$ cat src/rtl/alu_pkg.sv
// Shared definitions for the ALU issue stage: op codes, default widths and FSM encoding.
package alu_pkg;

    localparam int DW_DEF   = 4;
    localparam int SW_DEF   = 2;
    localparam int CNTW_DEF = 8;

    localparam logic [1:0] ALU_SRA = 2'b00;
    localparam logic [1:0] ALU_SRL = 2'b01;
    localparam logic [1:0] ALU_SUB = 2'b10;
    localparam logic [1:0] ALU_ADD = 2'b11;

    typedef enum logic [1:0] {
        S_IDLE = 2'd0,
        S_EXEC = 2'd1,
        S_DONE = 2'd2
    } state_t;

endpackage

$ cat src/rtl/alu_cmd_sequencer_if.sv
// Command, ALU-side and result signals of the ALU issue stage.
interface alu_cmd_sequencer_if
    import alu_pkg::*;
#(
    parameter int DW   = DW_DEF,
    parameter int SW   = SW_DEF,
    parameter int CNTW = CNTW_DEF
);
    logic            cmd_valid;
    logic            cmd_ready;
    logic [1:0]      cmd_op;
    logic [DW-1:0]   cmd_a;
    logic [DW-1:0]   cmd_b;
    logic [SW-1:0]   cmd_c;
    logic            cmd_chain;
    logic            acc_clr;
    logic [DW-1:0]   alu_inA;
    logic [DW-1:0]   alu_inB;
    logic [SW-1:0]   alu_inC;
    logic [1:0]      alu_op;
    logic [DW-1:0]   alu_ans;
    logic            res_valid;
    logic            res_ready;
    logic [DW-1:0]   res_data;
    logic [CNTW-1:0] op_count;

    // Master is the surrounding environment: command source, result sink and the ALU itself.
    modport master (
        output cmd_valid, cmd_op, cmd_a, cmd_b, cmd_c, cmd_chain, acc_clr,
        output alu_ans, res_ready,
        input  cmd_ready, alu_inA, alu_inB, alu_inC, alu_op,
        input  res_valid, res_data, op_count
    );

    modport slave (
        input  cmd_valid, cmd_op, cmd_a, cmd_b, cmd_c, cmd_chain, acc_clr,
        input  alu_ans, res_ready,
        output cmd_ready, alu_inA, alu_inB, alu_inC, alu_op,
        output res_valid, res_data, op_count
    );

endinterface

$ cat src/rtl/alu_cmd_sequencer.sv
// Issue stage for the 4-bit ALU: accepts a command, holds operands for one EXEC cycle,
// captures the result into an accumulator and offers it on a valid/ready port.
module alu_cmd_sequencer
    import alu_pkg::*;
#(
    parameter int DW   = DW_DEF,
    parameter int SW   = SW_DEF,
    parameter int CNTW = CNTW_DEF
) (
    input  logic                 clk,
    input  logic                 reset,
    alu_cmd_sequencer_if.slave   bus
);

    state_t          r_state;
    state_t          w_state_nxt;
    logic            w_accept;
    logic            w_consume;

    logic [DW-1:0]   r_alu_a;
    logic [DW-1:0]   r_alu_b;
    logic [SW-1:0]   r_alu_c;
    logic [1:0]      r_alu_op;
    logic [DW-1:0]   r_res_data;
    logic [DW-1:0]   r_acc;
    logic            r_res_valid;
    logic [CNTW-1:0] r_op_count;

    assign w_accept  = (r_state == S_IDLE) && bus.cmd_valid;
    assign w_consume = (r_state == S_DONE) && bus.res_ready;

    always_ff @(posedge clk or posedge reset) begin
        if (reset) begin
            r_state <= S_IDLE;
        end else begin
            r_state <= w_state_nxt;
        end
    end

    always_comb begin
        w_state_nxt = r_state;
        case (r_state)
            S_IDLE:  if (w_accept) w_state_nxt = S_EXEC;
            S_EXEC:  w_state_nxt = S_DONE;
            S_DONE:  if (bus.res_ready) w_state_nxt = S_IDLE;
            default: w_state_nxt = S_IDLE;
        endcase
    end

    always_ff @(posedge clk or posedge reset) begin
        if (reset) begin
            r_alu_a     <= '0;
            r_alu_b     <= '0;
            r_alu_c     <= '0;
            r_alu_op    <= '0;
            r_res_data  <= '0;
            r_acc       <= '0;
            r_res_valid <= 1'b0;
            r_op_count  <= '0;
        end else begin
            if (w_accept) begin
                r_alu_op <= bus.cmd_op;
                r_alu_a  <= bus.cmd_chain ? r_acc : bus.cmd_a;
                r_alu_b  <= bus.cmd_b;
                r_alu_c  <= bus.cmd_c;
            end
            // The EXEC capture takes priority over a simultaneous accumulator clear.
            if (r_state == S_EXEC) begin
                r_res_data  <= bus.alu_ans;
                r_acc       <= bus.alu_ans;
                r_res_valid <= 1'b1;
            end else if (bus.acc_clr) begin
                r_acc <= '0;
            end
            if (w_consume) begin
                r_res_valid <= 1'b0;
                r_op_count  <= r_op_count + CNTW'(1);
            end
        end
    end

    assign bus.cmd_ready = (r_state == S_IDLE);
    assign bus.alu_inA   = r_alu_a;
    assign bus.alu_inB   = r_alu_b;
    assign bus.alu_inC   = r_alu_c;
    assign bus.alu_op    = r_alu_op;
    assign bus.res_valid = r_res_valid;
    assign bus.res_data  = r_res_data;
    assign bus.op_count  = r_op_count;

endmodule

$ cat src/flat_wrapper.sv
// flat-port wrapper written by rule: the top's interface ports become plain ports
module alu_cmd_sequencer_flat import alu_pkg::*;
#(
    parameter int DW   = DW_DEF,
    parameter int SW   = SW_DEF,
    parameter int CNTW = CNTW_DEF
)
  (clk, reset, bus_cmd_valid, bus_cmd_op, bus_cmd_a, bus_cmd_b, bus_cmd_c, bus_cmd_chain, bus_acc_clr, bus_alu_ans, bus_res_ready, bus_cmd_ready, bus_alu_inA, bus_alu_inB, bus_alu_inC, bus_alu_op, bus_res_valid, bus_res_data, bus_op_count);
  alu_cmd_sequencer_if #(.DW(DW), .SW(SW), .CNTW(CNTW)) bus_i ();
  input  logic clk;
  input  logic reset;
  input wire logic [$bits(bus_i.cmd_valid)-1:0] bus_cmd_valid;
  input wire logic [$bits(bus_i.cmd_op)-1:0] bus_cmd_op;
  input wire logic [$bits(bus_i.cmd_a)-1:0] bus_cmd_a;
  input wire logic [$bits(bus_i.cmd_b)-1:0] bus_cmd_b;
  input wire logic [$bits(bus_i.cmd_c)-1:0] bus_cmd_c;
  input wire logic [$bits(bus_i.cmd_chain)-1:0] bus_cmd_chain;
  input wire logic [$bits(bus_i.acc_clr)-1:0] bus_acc_clr;
  input wire logic [$bits(bus_i.alu_ans)-1:0] bus_alu_ans;
  input wire logic [$bits(bus_i.res_ready)-1:0] bus_res_ready;
  output wire logic [$bits(bus_i.cmd_ready)-1:0] bus_cmd_ready;
  output wire logic [$bits(bus_i.alu_inA)-1:0] bus_alu_inA;
  output wire logic [$bits(bus_i.alu_inB)-1:0] bus_alu_inB;
  output wire logic [$bits(bus_i.alu_inC)-1:0] bus_alu_inC;
  output wire logic [$bits(bus_i.alu_op)-1:0] bus_alu_op;
  output wire logic [$bits(bus_i.res_valid)-1:0] bus_res_valid;
  output wire logic [$bits(bus_i.res_data)-1:0] bus_res_data;
  output wire logic [$bits(bus_i.op_count)-1:0] bus_op_count;
  assign bus_i.cmd_valid = bus_cmd_valid;
  assign bus_i.cmd_op = bus_cmd_op;
  assign bus_i.cmd_a = bus_cmd_a;
  assign bus_i.cmd_b = bus_cmd_b;
  assign bus_i.cmd_c = bus_cmd_c;
  assign bus_i.cmd_chain = bus_cmd_chain;
  assign bus_i.acc_clr = bus_acc_clr;
  assign bus_i.alu_ans = bus_alu_ans;
  assign bus_i.res_ready = bus_res_ready;
  assign bus_cmd_ready = bus_i.cmd_ready;
  assign bus_alu_inA = bus_i.alu_inA;
  assign bus_alu_inB = bus_i.alu_inB;
  assign bus_alu_inC = bus_i.alu_inC;
  assign bus_alu_op = bus_i.alu_op;
  assign bus_res_valid = bus_i.res_valid;
  assign bus_res_data = bus_i.res_data;
  assign bus_op_count = bus_i.op_count;
  alu_cmd_sequencer #(.DW(DW), .SW(SW), .CNTW(CNTW)) u_core (.clk(clk), .reset(reset), .bus(bus_i));
endmodule
$ cat config.mk
export PLATFORM = sky130hd
export DESIGN_NAME = alu_cmd_sequencer_flat
export DESIGN_NICKNAME = d
export VERILOG_FILES = /design/src/rtl/alu_pkg.sv /design/src/rtl/alu_cmd_sequencer_if.sv /design/src/rtl/alu_cmd_sequencer.sv /design/src/flat_wrapper.sv
export SDC_FILE = /design/constraint.sdc
export NUM_CORES = 1
export LEC_CHECK = 0
export CORE_MARGIN = 3
export CORE_UTILIZATION = 40
export CTS_BUF_LIST = sky130_fd_sc_hd__clkbuf_8
export CTS_CLUSTER_DIAMETER = 120
export DETAILED_ROUTE_END_ITERATION = 8
export PLACE_DENSITY_LB_ADDON = 0.12
export SYNTH_ARGS = -nofsm -noshare
export SYNTH_HDL_FRONTEND = slang
export SYNTH_SLANG_ARGS = --single-unit
$ cat constraint.sdc
create_clock -name clk -period 2.2 [get_ports clk]
set_clock_uncertainty 0.15 [all_clocks]
set_input_delay 0.22 -clock clk [delete_from_list [all_inputs] [get_ports clk]]
set_output_delay 0.22 -clock clk [all_outputs]
set_load 0.01 [all_outputs]
---- Word-level counts from Yosys, hierarchy flattened ----
Index checks and enable logic that the tools add are counted.
storage, ports and cells
  input port bits ......................... 22
  register bits ........................... 31
cells by class
  equality and inequality tests ........... 4
  multiplexer cells ....................... 8
  reductions and logical operators ........ 6
  add/sub/neg operators ................... 1
operators by type and width
  operator                                                          number
  4-bit two-way mux                                                 3
  8-bit by 1-bit adder with 8-bit output (second input constant)    1
  2-bit case mux with 3 select lines                                1
  2-bit two-way mux                                                 2
  2-bit nonzero test                                                2
  2-bit by 1-bit == test with 1-bit output (second input constant)  1
  2-bit == test (second input constant)                             1
  1-bit logical AND                                                 2
  2-bit zero test                                                   1
  1-bit two-way mux                                                 2
  2-bit by 1-bit != test with 1-bit output (second input constant)  1
  2-bit != test (second input constant)                             1
  2-bit AND reduction                                               1

---- Depth between registers and ports, before layout ----
Gate-level depths: netlist (run 1).
  depth after elaboration ................. 4
  depth in mapped cells ................... 4
  depth with buffers taken out ............ 4

---- Worst setup path before layout (run 1) ----
Ideal clock, no wire load.
  kind .................................... reg-to-reg
  start point ............................. register u_core.r_state[0]
  end point ............................... register u_core.r_alu_b[3], in the netlist u_core.bus.alu_inB[3]
  library setup time ...................... 125 ps
  data arrival time ....................... 1255 ps
  required time ........................... 1925 ps
  slack ................................... 670 ps
  cell stages (with the launch flop) ...... 4
  path through ............................ dfrtp_1 -> nor3b_4 -> buf_6 -> mux2_4
on the way
  longest elaborated chain between the ends .. 2
ends and longest elaborated chain
  element                 line                     text
  start, declared         alu_cmd_sequencer.sv:15  state_t r_state;
  start signal, assigned  alu_cmd_sequencer.sv:36  r_state <= w_state_nxt;
  2-bit zero test         alu_cmd_sequencer.sv:29  assign w_accept = (r_state == S_IDLE) && bus.cmd_valid;
  1-bit logical AND       alu_cmd_sequencer.sv:29
  end signal, assigned    alu_cmd_sequencer.sv:64  r_alu_b <= bus.cmd_b;
  end, declared           alu_cmd_sequencer.sv:21  logic [DW-1:0] r_alu_b;
No other way between the ends.
A chain may end at the register's enable or synchronous reset.

---- Final worst setup path (run 1) ----
  start point ............................. register u_core.r_state[1]
  end point ............................... output port bus_cmd_ready
on the way
  longest elaborated chain between the ends .. 1
ends and longest elaborated chain
  element          line                     text
  2-bit zero test  alu_cmd_sequencer.sv:82  assign bus.cmd_ready = (r_state == S_IDLE);
  end, declared    flat_wrapper.sv:21       output wire logic [$bits(bus_i.cmd_ready)-1:0] bus_cmd_ready;
No other way between the ends.

==> results of run 1 <==
==> registers in the layout (all words and copies together) (netlist names) <==
| register | flops |
|---|---|
| u_core.bus.alu_inA | 4 |
| u_core.bus.op_count | 8 |
| u_core.bus.alu_inC | 2 |
| u_core.r_state | 2 |
| u_core.bus.alu_op | 2 |
| u_core.bus.res_valid | 1 |
| u_core.r_acc | 4 |
| u_core.bus.alu_inB | 4 |
| u_core.bus.res_data | 4 |
==> worst max path at each step <==
stage,start,end,slack [ns]
after floorplan,u_core.r_state[0],u_core.bus.alu_inB[3],0.67
after global placement,bus_cmd_valid,u_core.bus.alu_inB[2],0.42
after detailed placement,bus_cmd_valid,u_core.bus.alu_inC[0],0.38
after CTS,u_core.r_state[1],bus_cmd_ready,0.39
after global routing,u_core.r_state[1],bus_cmd_ready,0.35
final,u_core.r_state[1],bus_cmd_ready,0.40
==> cell usage in the layout, fill, tap and decap left out, types with 3 or more instances in the layout <==
master           count
buf_4                3
dfrtp_1             31
nand2_1              3
a22o_1               4
xor2_1               5
a21oi_1              4
nor2_1               9
clkdlybuf4s50_1     47
clkbuf_8             5
mux2i_1              4
mux2_2              12
==> final cells by class <==
cell class / count / area, sq um / share of cell area, %
Clock buffer: 5 / 68.8 / 3.71
Clock inverter: 1 / 3.75 / 0.202
Sequential cell: 31 / 776 / 41.8
Multi-Input combinational cell: 57 / 458 / 24.7
Inverter: 1 / 3.75 / 0.202
Tap cell: 42 / 52.6 / 2.83
Timing Repair Buffer: 50 / 493 / 26.6
==> report_power, final <==
part / internal (mW) / switching (mW) / total, mW
combinational: 0.623 / 0.360 / 0.983
clock: 0.205 / 0.177 / 0.382
sequential: 0.809 / 0.174 / 0.983
total: 1.64 / 0.712 / 2.35
==> logic make-up after synthesis <==
| kind of cell | share of synthesized area, % |
|---|---|
| compound gates | 4.97 |
| xor+xnor | 4.87 |
| fa+ha+maj | 0.993 |
| buf+inv | 2.08 |
| flops | 61.6 |
| mux | 15.1 |
| simple gates | 10.4 |
==> layer usage <==
metal / up-vias / wire (um)
met5: - / 0
met4: 0 / 48
met3: 6 / 194
met2: 28 / 1270
met1: 427 / 946
li1: 429 / -
==> critical path: cells and delay by family, from the launching register on <==
| family | cells | cell delay (ns) |
|---|---|---|
| buf+inv | 1 | 0.55 |
| simple gates | 1 | 0.14 |
| flops | 1 | 0.47 |
==> per-stage QoR <==
stage | utilization, % | std cells | instance area, sq um | hold slack [ns]
floorplan | - | 92 | 1260 | 0.174
global placement | 62.0 | 181 | 1780 | 0.307
detailed placement | 62.0 | 181 | 1780 | 0.323
CTS | 64.5 | 187 | 1860 | 0.176
global route | 64.5 | 187 | 1860 | 0.222
finish | 64.5 | 187 | 1860 | 0.172
==> results_dict.tcl, run 1 <==
set metrics [dict create \
    status "finished, final reports clean" \
    ff2ff_path_depth 2 \
    congestion_overflow_gr 0 \
    remaining_drc_errors 0 \
    layout.filler_cells 237 \
    period_share_pct 82.0 \
    timing.reg2reg.setup_slack_ns 0.61 \
    setup_slack_ns 0.395 \
    groute.layer.met2.usage_pct 24.1 \
    port_buffers 47 \
    final_max_slew_viol_count 0 \
    synth.ff_latch_count 31 \
    report.final.hold_viol_count 0 \
    hold_path_class "input pin to asynchronous set/reset pin" \
    initial_utilization_pct 43.8 \
    design.portCount 48 \
    power_leakage_nw 0.816 \
    cts-htree-levels 2 \
    top_count_cell_post_synth "dfrtp_1" \
    setup_tns_ns 0 \
    grt_pass1_vias 960 \
    grt_first_pass_wirelength_mm 4.28 \
    antennaDiodeCount 0 \
    start_kind "register" \
    num_rows 19 \
    drt.antenna.violating_nets 0 \
    grt_max_degree 32 \
    tritoncts.num_buffers 5 \
    timing.fmax_mhz 554 \
    synth_area_leader "dfrtp_1" \
    critical_path_peak_fanout 7 \
    postSynthAreaPerCell_sq_um 13.7 \
    cts_tree "yes" \
    synth_area_leaders "dfrtp_1 62%, mux2_2 11%, xor2_1 3.5%, mux2i_1 3.2%, a22o_1 2.8%" \
    rsz0062_at_grt "false" \
    numClockSinks 31 \
    clock_insertion_delay_worst_skew_ns 0.28 \
    number_of_instances_in_the_synthesized_netlist 92 \
    dieHeight_um 62.1 \
    primary_ff_master_synth "dfrtp_1" \
    yosys.cell_types.count 24 \
    synth_edf_count 0 \
    number_of_max_capacitance_violations_reported 0 \
    worst_path_max_delay_cell "clkdlybuf4s50_1" \
    finalCriticalPeriod_ns 1.80 \
    worstMarginPinSlew_ns 0.475 \
    worst_slew_margin_rel_pct 68.3 \
    antenna_found_initial 0 \
    drt-total-wl_mm 2.46 \
    finalPower_mw 2.35 \
    critPathKind "register to primary output" \
    timing.critical_path.required_ns 1.83 \
    clk_root_buffer_cell "clkbuf_8" \
    crit_path_end_kind "primary output" \
    worst_r2r_startpoint "u_core.r_state[1]" \
    drt-vias-per-instance 4.76 \
    detailroute.via_count 890 \
    grt_util_all_layers_pct 14.4 \
    post-place-ws_ns 0.379 \
    layout-drive-gt1-share_pct 15.9 \
    clkTransAtPathRegs_ns 0.06 \
    place_hpwl_mm 1.88 \
    post-cts-setup-buffer-count 0 \
    area_delta_synth_final_pct 47.3 \
    ir_drop_mv 0.966 \
    drt_first_pass_iters 2 \
    busiest_layer "met2" \
    core_area_sq_um 2880 \
    synthesis.yosys.warnings 0 \
    grt_util_met1_pct 15.6 \
    route.detailed.wl_per_inst_um 13.2 \
    yosys.area.top_type_share_pct 61.6 \
    cts_resized 0 \
    fp.dieArea_sq_um 3860 \
    cts_buffer_depth 2 \
    regToRegEndpoint "u_core.bus.alu_inC[0]" \
    grt.met3_usage_pct 6.67 \
    gp_congestion 0.732 \
    cp_cell_sequence "nor2_1, clkdlybuf4s50_1" \
    critical_path_arrival_ns 1.43 \
    cellPowerDensity_nw_per_um2 1270 \
    die_width_um 62.1 \
    netlist_area_sq_um 1260 \
    synth-async-reset-ratio_pct 100 \
    finalNetCount 169 \
    synth.yosys.seq_area_share_pct 61.6 \
    slowest_delay_ns 0.55 \
    yosys-top-cells-count "31 x dfrtp_1, 12 x mux2_2, 9 x nor2_1, 5 x xor2_1" \
    post_cts_hold_buffer_count 0 \
    synth_nets 115 \
    dr.first_iter.drc_count 28 \
    setup-violations-final 0 \
]
Note: power is estimated with default switching activity, not from simulation.
==> inputs of run 2 (changes only) <==
Clock period 2.2 ns to 1.7 ns, I/O delays scaled along.
==> results_dict.tcl, run 2 (synthesis results as in run 1) <==
set metrics [dict create \
    critical-path-top-delay-family "buffers and inverters" \
    ff2ff_path_depth 3 \
    rsz0062_at_grt "false" \
    layout_commonest_cell "clkdlybuf4s50_1" \
    crit_path_end_kind "primary output" \
    cts-htree-levels 2 \
    finalCriticalPeriod_ns 1.61 \
    finalCoreUtilization_pct 66.2 \
    detailroute.via_count 907 \
    layout_common_cells "46 x clkdlybuf4s50_1, 29 x dfrtp_1, 12 x mux2_2, 9 x nor2_1, 7 x clkbuf_8" \
    tritoncts.num_buffers 5 \
    layout-drive-gt1-share_pct 18.9 \
    slowest_delay_ns 0.57 \
    largest_register_ff_count 8 \
    crit_buf_inv 1 \
    die_width_um 62.1 \
    timing.fmax_mhz 621 \
    status "finished, final reports clean" \
    worstSetupPathDepth 1 \
    gp_congestion 0.792 \
    layout.filler_cells 235 \
    clock_insertion_delay_worst_skew_ns 0.28 \
    worst_slew_margin_rel_pct 80.1 \
    report.final.hold_viol_count 0 \
    regToRegEndpoint "u_core.bus.alu_inC[1]" \
    critPathKind "register to primary output" \
    design.portCount 48 \
    cellPowerDensity_nw_per_um2 1670 \
    final_max_slew_viol_count 0 \
    timing.reg2reg.setup_slack_ns 0.24 \
    cts_buffer_depth 2 \
    core_area_sq_um 2880 \
    worst_setup_path_startpoint "u_core.bus.op_count[3]" \
    number_of_max_capacitance_violations_reported 0 \
    area_delta_synth_final_pct 51.1 \
    worst_r2r_startpoint "u_core.r_state[0]" \
    numClockSinks 31 \
    drt-vias-per-instance 4.77 \
    power_leakage_nw 0.838 \
    critical_path_peak_fanout 6 \
    timing.critical_path.required_ns 1.38 \
    cts_tree "yes" \
    dr.first_iter.drc_count 21 \
    worst_path_max_delay_cell "clkdlybuf4s50_1" \
    drt.antenna.violating_nets 0 \
    num_rows 19 \
    antenna_found_initial 0 \
    cp-endpoint "bus_op_count[3]" \
    port_buffers 47 \
    worstMarginPinSlew_ns 0.298 \
    route.detailed.wl_per_inst_um 13.6 \
    dieHeight_um 62.1 \
    period_share_pct 94.8 \
    drt_first_pass_iters 4 \
    fp.dieArea_sq_um 3860 \
    grt_first_pass_wirelength_mm 4.53 \
    remaining_drc_errors 0 \
    clk_root_buffer_cell "clkbuf_8" \
    clkTransAtPathRegs_ns 0.06 \
    start_kind "register" \
    hold_path_class "input pin to asynchronous set/reset pin" \
    drt-total-wl_mm 2.58 \
    cp_cell_sequence "clkdlybuf4s50_1" \
    antennaDiodeCount 0 \
    cts_resized 3 \
    grt_max_degree 22 \
    critical_path_arrival_ns 1.29 \
    setup_tns_ns 0 \
    congestion_overflow_gr 0 \
    ir_drop_mv 1.08 \
    post_cts_hold_buffer_count 0 \
    initial_utilization_pct 43.8 \
    place_hpwl_mm 1.98 \
    grt_pass1_vias 973 \
    grt_util_all_layers_pct 15.2 \
    post-cts-setup-buffer-count 0 \
    setup-violations-final 0 \
    finalNetCount 170 \
]
[run 2: routing by layer]
| metal | wire length, um | global-route usage, % | part of all wire (%) | up-vias |
|---|---|---|---|---|
| met5 | 0 | 0 | 0 | - |
| met4 | 49 | 6.63 | 1.9 | 0 |
| met3 | 160 | 5.95 | 6.2 | 6 |
| met2 | 1370 | 26.3 | 53 | 28 |
| met1 | 996 | 16.5 | 39 | 445 |
| li1 | - | - | - | 428 |
[run 2: power by group]
| part | leakage (nW) | total [mW] | switching, mW | internal [mW] |
|---|---|---|---|---|
| combinational | 0.405 | 1.29 | 0.476 | 0.816 |
| sequential | 0.377 | 1.28 | 0.227 | 1.05 |
| clock | 0.0557 | 0.609 | 0.247 | 0.363 |
[run 2: through the flow]
| step | cell area [sq um] | setup slack (ns) | power (mW) | hold slack [ns] | cells |
|---|---|---|---|---|---|
| 6_report | 1900 | 0.0888 | 3.18 | 0.0456 | 190 |
| 5_1_grt | 1900 | 0.0218 | 3.38 | 0.0689 | 190 |
| 4_1_cts | 1900 | 0.0744 | 3.23 | 0.0466 | 190 |
| 3_5_place_dp | 1800 | 0.0638 | 2.61 | 0.330 | 182 |
| 3_3_place_gp | 1800 | 0.0953 | 2.57 | 0.307 | 182 |
| 2_1_floorplan | 1260 | 0.170 | 1.87 | 0.124 | 92 |
[run 2: worst min path at each step]
stage / start / endpoint / slack [ns] / cells past startpoint
after floorplan: reset / u_core.bus.alu_inA[0] / 0.12 / 1
after global placement: u_core.bus.op_count[7] / u_core.bus.op_count[7] / 0.31 / 1
after detailed placement: u_core.bus.op_count[7] / u_core.bus.op_count[7] / 0.33 / 1
after CTS: reset / u_core.bus.op_count[4] / 0.05 / 3
after global routing: reset / u_core.bus.op_count[4] / 0.07 / 3
final: reset / u_core.bus.op_count[4] / 0.05 / 3
[run 2: final cells by class]
type                       count  area [sq um]  share of cell area, %
inverter                       1          3.75                  0.197
multi-input combinational     57           458                   24.0
clock inverter                 1          3.75                  0.197
clock buffer                   7          96.3                   5.06
tap                           42          52.6                   2.76
timing repair buffer          51           512                   26.9
sequential                    31           778                   40.9
[run 2: tightest hold or removal path, cell delays in order]
cell and delay (ns):
clkdlybuf4s50_1 0.39, inv_1 0.07, buf_4 0.18
==> inputs of run 3 (changes only) <==
Settings changed: MAX_ROUTING_LAYER from default to met4, PLACE_DENSITY from default to 0.74, PLACE_DENSITY_LB_ADDON 0.12 to default.
==> results_dict.tcl, run 3 (synthesis results as in run 1) <==
set metrics [dict create \
    status "finished, final reports clean" \
    report.final.hold_viol_count 0 \
    critical-path-top-delay-family "buffers and inverters" \
    cts_buffer_depth 2 \
    cts-htree-levels 2 \
    die_width_um 62.1 \
    finalNetCount 171 \
    critPathKind "register to primary output" \
    area_delta_synth_final_pct 50.3 \
    timing.fmax_mhz 609 \
    power_leakage_nw 0.837 \
    final_max_slew_viol_count 0 \
    drt-total-wl_mm 2.57 \
    cellPowerDensity_nw_per_um2 1660 \
    num_rows 19 \
    critical_path_arrival_ns 1.32 \
    drt-vias-per-instance 4.81 \
    setup_tns_ns 0 \
    layout_commonest_cell "clkdlybuf4s50_1" \
    core_area_sq_um 2880 \
    ff2ff_path_depth 4 \
    cts_tree "yes" \
    cp-endpoint "bus_cmd_ready" \
    antenna_found_initial 0 \
    crit_path_end_kind "primary output" \
    grt_first_pass_wirelength_mm 4.51 \
    layout.filler_cells 231 \
    worst_slew_margin_rel_pct 75.4 \
    route.detailed.wl_per_inst_um 13.5 \
    worstSetupPathDepth 2 \
    detailroute.via_count 918 \
    remaining_drc_errors 0 \
    layout-drive-gt1-share_pct 18.8 \
    crit_buf_inv 1 \
    dr.first_iter.drc_count 27 \
    clkTransAtPathRegs_ns 0.06 \
    finalCriticalPeriod_ns 1.64 \
    regToRegEndpoint "u_core.bus.alu_inC[0]" \
    critical_path_peak_fanout 2 \
    hold_path_class "input pin to asynchronous set/reset pin" \
    timing.critical_path.required_ns 1.38 \
    tritoncts.num_buffers 5 \
    antennaDiodeCount 0 \
    dieHeight_um 62.1 \
    ir_drop_mv 0.991 \
    congestion_overflow_gr 0 \
    grt_pass1_vias 990 \
    rsz0062_at_grt "false" \
    holdWs_ns 0.113 \
    drt.antenna.violating_nets 0 \
    timing.reg2reg.setup_slack_ns 0.12 \
    clock_insertion_delay_worst_skew_ns 0.27 \
    worst_r2r_startpoint "u_core.r_state[0]" \
    largest_register_ff_count 8 \
    worst_setup_path_startpoint "u_core.r_state[0]" \
    clk_root_buffer_cell "clkbuf_8" \
    number_of_max_capacitance_violations_reported 0 \
    start_kind "register" \
    drt_first_pass_iters 4 \
    initial_utilization_pct 43.8 \
    numClockSinks 31 \
    place_hpwl_mm 1.87 \
    worst_path_max_delay_cell "clkdlybuf4s50_1" \
    design.portCount 48 \
    grt_util_all_layers_pct 15.1 \
    period_share_pct 96.5 \
    port_buffers 47 \
    slowest_delay_ns 0.54 \
    fp.dieArea_sq_um 3860 \
    worstMarginPinSlew_ns 0.370 \
    grt_max_degree 32 \
    gp_congestion 0.843 \
    cp_cell_sequence "nor2_1, clkdlybuf4s50_1" \
    setup-violations-final 0 \
    layout_common_cells "47 x clkdlybuf4s50_1, 29 x dfrtp_1, 12 x mux2_2, 9 x nor2_1" \
]
-- run 3: cell types whose count changed in the layout (fill, tap and decap cells not counted), sizes merged --
cell           previous run  this run
buf                       4         5
clkdlybuf4s50            46        47
clkinv                    0         1
clkbuf                    7         5
dlygate4sd2               1         0
inv                       2         3
-- run 3: power by group --
part | switching (mW) | internal, mW
clock network | 0.250 | 0.274
logic | 0.509 | 0.847
registers | 0.206 | 1.05
-- run 3: metrics by stage --
step / instances / total power, mW / setup WS [ns] / cell area, sq um / util, %
global route: 191 / 3.35 / 0.0135 / 1890 / 65.9
CTS: 191 / 3.17 / 0.0576 / 1890 / 65.9
floorplan: 92 / 1.87 / 0.170 / 1260 / -
finish: 191 / 3.14 / 0.0587 / 1890 / 65.9
detailed placement: 181 / 2.61 / 0.0605 / 1800 / 62.4
global placement: 181 / 2.57 / 0.0772 / 1800 / 62.4
-- run 3: cell type report --
type | count | area (sq um) | area share, %
Tap cell | 42 | 52.6 | 2.77
Timing Repair Buffer | 52 | 520 | 27.5
Clock inverter | 3 | 12.5 | 0.661
Sequential cell | 31 | 778 | 41.1
Clock buffer | 5 | 68.8 | 3.63
Inverter | 1 | 3.75 | 0.198
Multi-Input combinational cell | 57 | 458 | 24.2
-- run 3: worst min-delay path: cells and delay by family --
kind	cells	cell delay, ns
buffers and inverters	3	0.78
-- run 3: layer usage --
layer | part of all wire (%) | GRT usage, %
met1 | 43 | 18.0
met2 | 48 | 23.9
met3 | 7.7 | 6.67
met4 | 0.97 | 3.31
met5 | 0 | -
-- run 3: how the worst min path moves through the flow --
| stage | start | endpoint |
|---|---|---|
| 6_report | reset | u_core.bus.alu_op[0] |
| 5_1_grt | reset | u_core.bus.alu_inB[1] |
| 4_1_cts | reset | u_core.bus.alu_inB[1] |
| 3_5_place_dp | u_core.bus.op_count[7] | u_core.bus.op_count[7] |
| 3_3_place_gp | u_core.bus.op_count[7] | u_core.bus.op_count[7] |
| 2_1_floorplan | reset | u_core.bus.alu_inA[0] |
-- run 3: timing repair --
action | CTS | global route
gates resized for setup | 2 | 0
endpoints found under the setup margin | 1 | 0
hold buffers | 0 | 0
endpoints found under the hold margin | 0 | 0
setup buffers | 2 | 0
